$ cat src/rtl/mips_ctrl_pkg.sv
// Opcode/control constants shared by the instruction loader and the core's control decoder,
// so the producer and consumer of the opcode interface always agree.
package mips_ctrl_pkg;

    localparam logic [5:0] OP_RTYPE = 6'b000000;
    localparam logic [5:0] OP_LW    = 6'b100011;
    localparam logic [5:0] OP_SW    = 6'b101011;
    localparam logic [5:0] OP_BEQ   = 6'b000100;

    typedef enum logic [1:0] {
        CLS_R   = 2'b00,
        CLS_LW  = 2'b01,
        CLS_SW  = 2'b10,
        CLS_BEQ = 2'b11
    } cls_t;

    typedef enum logic [1:0] {
        ST_IDLE  = 2'b00,
        ST_WRITE = 2'b01,
        ST_DONE  = 2'b10,
        ST_FULL  = 2'b11
    } state_t;

    typedef struct packed {
        cls_t        cls;
        logic [4:0]  rs;
        logic [4:0]  rt;
        logic [4:0]  rd;
        logic [5:0]  funct;
        logic [15:0] imm;
    } fields_t;

endpackage

$ cat src/rtl/instr_pack.sv
// Combinational packer: instruction class plus operand fields -> 32-bit MIPS word.
// Fields that a class does not use (rd/funct for I-type, imm for R-type) are ignored.
module instr_pack
    import mips_ctrl_pkg::*;
(
    input  fields_t     f,
    output logic [31:0] word
);

    always_comb begin
        word = '0;
        case (f.cls)
            CLS_R:   word = {OP_RTYPE, f.rs, f.rt, f.rd, 5'b00000, f.funct};
            CLS_LW:  word = {OP_LW,  f.rs, f.rt, f.imm};
            CLS_SW:  word = {OP_SW,  f.rs, f.rt, f.imm};
            CLS_BEQ: word = {OP_BEQ, f.rs, f.rt, f.imm};
            default: word = '0;
        endcase
    end

endmodule

$ cat src/rtl/instr_encoder_loader.sv
// Program loader: accepts one decoded instruction bundle at a time, encodes it and writes it
// into instruction memory at a running address. Define CHECKSUM_EN to add the csum output.
//
// Handshake: a bundle transfers on a rising edge where in_valid && in_ready; in_ready is high
// only in IDLE outside reset/clear, and in_valid while in_ready=0 is ignored (fields may change).
module instr_encoder_loader
    import mips_ctrl_pkg::*;
#(
    parameter int ADDR_W = 6
) (
    input  logic              clk,
    input  logic              reset,
    input  logic              clear,
    input  logic              in_valid,
    output logic              in_ready,
    input  logic              in_last,
    input  logic [1:0]        in_class,
    input  logic [4:0]        in_rs,
    input  logic [4:0]        in_rt,
    input  logic [4:0]        in_rd,
    input  logic [5:0]        in_funct,
    input  logic [15:0]       in_imm,
    output logic              imem_we,
    output logic [ADDR_W-1:0] imem_addr,
    output logic [31:0]       imem_wdata,
    output logic              done,
    output logic              full,
    output logic [ADDR_W:0]   count,
`ifdef CHECKSUM_EN
    output logic [31:0]       csum,
`endif
    output logic              err,
    output logic [1:0]        dbg_state
);

    localparam logic [ADDR_W-1:0] LAST_ADDR = '1;

    state_t            state, state_next;
    fields_t           hold;
    logic              hold_last;
    logic [ADDR_W-1:0] addr;
    logic              xfer;
    fields_t           in_f;

    assign in_f = '{cls: cls_t'(in_class), rs: in_rs, rt: in_rt, rd: in_rd,
                    funct: in_funct, imm: in_imm};

    instr_pack u_pack (
        .f    (hold),
        .word (imem_wdata)
    );

    // reset/clear during WRITE suppresses the strobe so the pending bundle is dropped
    assign in_ready  = (state == ST_IDLE)  && !reset && !clear;
    assign imem_we   = (state == ST_WRITE) && !reset && !clear;
    assign xfer      = in_valid && in_ready;
    assign imem_addr = addr;
    assign done      = (state == ST_DONE);
    assign full      = (state == ST_FULL);
    assign dbg_state = state;

    always_comb begin
        state_next = state;
        case (state)
            ST_IDLE:  if (xfer) state_next = ST_WRITE;
            ST_WRITE: begin
                if (hold_last)
                    state_next = ST_DONE;
                else if (addr == LAST_ADDR)
                    state_next = ST_FULL;
                else
                    state_next = ST_IDLE;
            end
            default:  state_next = state;
        endcase
    end

    always_ff @(posedge clk) begin
        if (reset || clear) begin
            state     <= ST_IDLE;
            hold      <= '0;
            hold_last <= 1'b0;
            addr      <= '0;
            count     <= '0;
            err       <= 1'b0;
        end else begin
            state <= state_next;
            if (xfer) begin
                hold      <= in_f;
                hold_last <= in_last;
            end
            // the top address is the final slot; it never wraps back to 0
            if (imem_we) begin
                count <= count + (ADDR_W+1)'(1);
                if (addr != LAST_ADDR)
                    addr <= addr + ADDR_W'(1);
            end
            // err: a bundle was offered after the program had already ended (DONE or FULL)
            if (in_valid && (state == ST_DONE || state == ST_FULL))
                err <= 1'b1;
        end
    end

`ifdef CHECKSUM_EN
    always_ff @(posedge clk) begin
        if (reset || clear)
            csum <= '0;
        else if (imem_we)
            csum <= csum ^ imem_wdata;
    end
`endif

endmodule

$ cat config.mk
export PLATFORM = sky130hd
export DESIGN_NAME = instr_encoder_loader
export DESIGN_NICKNAME = d
export VERILOG_FILES = /design/src/rtl/mips_ctrl_pkg.sv /design/src/rtl/instr_pack.sv /design/src/rtl/instr_encoder_loader.sv
export SDC_FILE = /design/constraint.sdc
export NUM_CORES = 1
export LEC_CHECK = 0
export ABC_AREA = 1
export BUFFER_PORTS_ARGS = -buffer_cell sky130_fd_sc_hd__buf_2
export CORE_UTILIZATION = 46
export CTS_CLUSTER_SIZE = 12
export DETAILED_ROUTE_END_ITERATION = 10
export PLACE_DENSITY = 0.73
export SYNTH_ARGS = -nofsm -noshare
export SYNTH_HDL_FRONTEND = slang
export SYNTH_HIERARCHICAL = 1
export SYNTH_SLANG_ARGS = --single-unit
$ cat constraint.sdc
create_clock -name clk -period 3.3 [get_ports clk]
set_input_delay 0.33 -clock clk [delete_from_list [all_inputs] [get_ports clk]]
set_output_delay 0.33 -clock clk [all_outputs]
set_load 0.05 [all_outputs]
=== Yosys cells after proc, flatten, opt, wreduce, memory -nomap -nowiden ===
Index checks and enable logic that the tools add are counted.

* Add/subtract/negate cells: 2
* Equality and inequality tests: 9
* Mux-type cells: 5
* Reductions and logical operators: 15

{| class="wikitable"
|+ Operators with widths
! operator !! number
|-
| $pmux 32 s4 || 1
|-
| $eq 2x2->1 const B || 4
|-
| $add 7x1->7 const B || 1
|-
| $add 6x1->6 const B || 1
|-
| $eq 6x6->1 const B || 1
|-
| $logic_and 1x1->1 || 6
|-
| $mux 2 || 3
|-
| $ne 6x6->1 const B || 1
|-
| $eq 2x1->1 const B || 2
|-
| $logic_not 2->1 || 2
|-
| $pmux 2 s2 || 1
|-
| $reduce_and 2->1 || 2
|-
| $logic_not 1->1 || 2
|-
| $logic_or 1x1->1 || 2
|-
| $ne 2x2->1 const B || 1
|-
| $reduce_bool 2->1 || 1
|}

* Bits in registers: 56
* Logic and storage cells: 42

=== Depth between registers and ports, before layout ===
* Depth in word-level cells: 6
* Gate-level depth with buffers: 8
* Depth with buffers taken out: 8

=== By module ===
Netlist, hierarchy kept.

{| class="wikitable"
|+ Modules (own cells, without submodules)
! module !! instances !! cells each !! area an instance (sq um) !! sequential area each (sq um)
|-
| instr_encoder_loader || 1 || 295 || 2,289.7 || 1,121.1
|-
| instr_pack || 1 || 96 || 479.2 || 0.0
|}

=== Least setup slack after synthesis ===
Ideal clock, no wire load.

* Kind: register to output
* Start: register hold[38] (netlist name)
* End: output imem_wdata[10]
* Arrival time: 1.735 ns
* Path slack: 1.235 ns
* Cell stages (with the launch flop): 6
* Buffers on the path: 2
* Cell sequence: dfxtp_1 -> inv_2 -> ha_1 -> buf_4 -> buf_6 -> a21oi_1

* Longest elaborated chain between the ends: 2
* Elaborated cells on any way between the ends: 5

{| class="wikitable"
|+ RTL lines
! element !! RTL line !! RTL
|-
| from (decl) || instr_encoder_loader.sv:39 || <nowiki>fields_t hold;</nowiki>
|-
| from (signal assigned) || instr_encoder_loader.sv:89 || <nowiki>hold <= in_f;</nowiki>
|-
| $eq 2x2->1 (tied with other cells) || instr_pack.sv:12 || <nowiki>case (f.cls)</nowiki>
|-
| $pmux 32 s4 * || instr_pack.sv:12 ||
|-
| to (decl) || instr_encoder_loader.sv:25 || <nowiki>output logic [31:0] imem_wdata,</nowiki>
|}

Mark *: on every way between the ends. The rest lies on a longest branch, timed or not. The select of a mux whose other input is x is not followed.

=== Worst setup path after layout ===
* Start: register hold[38] (netlist name)
* End: output imem_wdata[1]

The elaborated chain is that of the path after synthesis.

==> impl_metrics.yaml <==
status:
  outcome: "completed"
timing:
  fmax_mhz: 405
  setup_tns_ns: 0
  setup_ws_ns: 0.830
  drv_slew: 0
  tightestPinTransition_ns: 0.972
  rsz0062_at_grt: "false"
  finalHoldViolCount: 0
  relSlewSlack_pct: 35.2
  post-route-period-util_pct: 74.9
  fin_skew_ns: 0.00284
  setup_violations: 0
  layout_min_cycle_time_ns: 2.47
yosys:
  synth_seq_cells: 56
  yosys_warnings: 6
  synth_xor_area_share_pct: 0.949
  ys.flop_type: "dfxtp_1"
  synth.distinct_cells: 24
  synth_top_family_by_area: "simple AND/OR/NAND/NOR gates"
  synthAdderAreaFrac_pct: 2.71
  syn_nets: 441
  synth_top_area_share_pct: 40.5
  synth-compound-area-share_pct: 10.6
  synth-simple-area-share_pct: 30.9
  async_reset_ff_share_pct: 0
  yosys.area.top_type: "dfxtp_1"
  synth_edf_count: 0
  synthCells: 391
  syn-mean-instance-area_um2: 7.08
  ys_seq_area_share_pct: 40.5
  syn_area_um2: 2770
  muxShareOfSynthArea_pct: 0
  synth_area_leaders: "dfxtp_1, nand2_1, a21oi_1"
critical_path:
  r2r_setup_slack_ns: 1.75
  reg2reg_to: "imem_addr[0]$_SDFFE_PP0P_"
  cp.arrival_ns: 2.14
  crit_path_end: "imem_wdata[1]"
  crit_required_ns: 2.97
  crit_type: "register to output port"
  crit_start: "hold[38]$_SDFFE_PP0P_"
  r2r_cells: 7
  end_kind: "output port"
  start_kind: "register"
  cp_max_fo: 27
  r2r-start: "imem_addr[0]$_SDFFE_PP0P_"
routing:
  wl_per_cell_um: 11.9
  vias: 2654
  drtAntennaViolNets: 0
  drtPass1Iterations: 4
  drt-initial-drc-count: 138
  drc_errors: 0
  wl_um: 6370
  viasPerCell: 4.98
hold_path:
  min_path_type: "input port to register"
place:
  hpwlAfterDp_um: 4410
  placed_area_um2: 3090
  place.gp.congestion: 0.823
  pre_cts_slack_ns: 1.18
  portBuffers: 94
cells_and_area:
  fin_util_pct: 57.1
  drive_above_1_share_pct: 25.4
  final_common_cell: "nand2_1"
  nets: 510
  layout_common_cells: "nand2_1, buf_2, dfxtp_1"
  diodes: 0
  design_area_um2: 3220
  area_delta_synth_final_pct: 16.3
power_and_ir_drop:
  power_frac_clock_pct: 37.2
  seqPwrFrac_pct: 53.3
  power.switching_fraction_pct: 23.4
  ir_drop_uv: 223
  p_int_uw: 988
  p_switching_uw: 301
  power_density_nw_per_um2: 400
  leakage_uw: 0.00142
  combPwrFrac_pct: 9.5
global_routing:
  antenna_found_initial: 0
  grt_max_degree: 43
  grt_pass1_vias: 2329
  grt_pass1_wl_um: 10200
  grt_remaining_overflow: 0
  grtUsageTotal_pct: 20.5
clock_network:
  cts_tree: "built"
  hold_buffers: 0
  cts_buffers: 5
  clk_latency_ns: 0.30
  cts_max_path_buffers: 2
  ctsResizeCount: 0
  clk_pin_slew_ns: 0.09
  cts_setup_buffers: 0
  cts.sinks: 56
  cts-root-buf: "clkbuf_8"
  htreeDepth: 2
floorplanning:
  die_area_um2: 6330
  die_height_um: 79.6
  ios: 96
  floorplan.initialDensity_pct: 49.1
  fp.dieW_um: 79.6
  fp.coreArea_um2: 5640
  rows: 27
flow_run:
  maxCapViolCount: 0
-- flip-flops by register name, summed over array words and instances (netlist names) --
register and flops:
hold 39, err 1, dbg_state 2, count 7, imem_addr 6, hold_last 1
-- per-stage QoR --
step / instances / total power (uW) / hold WS, ns
final: 533 / 1290 / 0.281
after global routing: 533 / 1350 / 0.283
after CTS: 533 / 1310 / 0.270
after detailed placement: 525 / 826 / 0.452
after global placement: 525 / 824 / 0.445
after floorplan: 391 / 793 / 0.439
-- cell families after synthesis --
logic type | after synthesis
simple gates | 196
buf+inv | 71
compound gates | 58
flops | 56
fa+ha+maj | 6
xor+xnor | 3
other cells | 1
-- worst max-delay path, cell delays in order, from the launching register on --
cell,delay (ns)
dfxtp_1,0.42
inv_2,0.12
ha_1,0.79
nand2_1,0.11
nand2_1,0.12
buf_2,0.26
-- Yosys cell counts, types with 2 or more instances --
cell type    n
nor2_4       2
nand2_2      3
nor2_1      25
o21ai_0      4
xor2_1       3
nand3_1     46
clkbuf_1     5
a21oi_1     52
inv_2        4
buf_4       18
buf_6        7
nand4_1      5
buf_2        5
dfxtp_1     56
ha_1         6
inv_1       32
nand2_1    111
-- layout make-up --
cell class              count  area (um^2)
inverters                  36          135
well taps                  72         90.1
clock inverters             1         30.0
repair buffers             97          493
fillers                   573         2420
flip-flops and latches     56         1120
clock buffers               7         96.3
multi-input cells         264         1250
-- per-layer routing --
| metal | track usage [%] | share of wire (%) | vias up |
|---|---|---|---|
| met5 | 0 | 0 | - |
| met4 | 6.55 | 1.1 | 0 |
| met3 | 4.00 | 5.6 | 8 |
| met2 | 35.6 | 48 | 86 |
| met1 | 25.2 | 45 | 1194 |
| li1 | - | - | 1366 |
-- power groups by stage --
| stage | logic, uW | clock network (uW) | registers [uW] |
|---|---|---|---|
| 2_1_floorplan | 89.6 | 0 | 703 |
| 3_3_place_gp | 122 | 0 | 702 |
| 3_5_place_dp | 123 | 0 | 703 |
| 4_1_cts | 123 | 497 | 687 |
| 5_1_grt | 134 | 525 | 688 |
| 6_report | 122 | 480 | 687 |
-- worst min-delay path by stage --
stage	to	cells after the start	startpoint	slack, ns
after detailed placement	hold[20]$_SDFFE_PP0P_	2	hold[20]$_SDFFE_PP0P_	0.45
final	hold[32]$_SDFFE_PP0P_	3	in_rs[0]	0.28
after floorplan	hold[11]$_SDFFE_PP0P_	2	hold[11]$_SDFFE_PP0P_	0.44
after global placement	hold[31]$_SDFFE_PP0P_	2	hold[31]$_SDFFE_PP0P_	0.45
after CTS	hold[32]$_SDFFE_PP0P_	3	in_rs[0]	0.27
after global routing	hold[21]$_SDFFE_PP0P_	3	in_funct[5]	0.28
(Power assumes the default switching activity.)
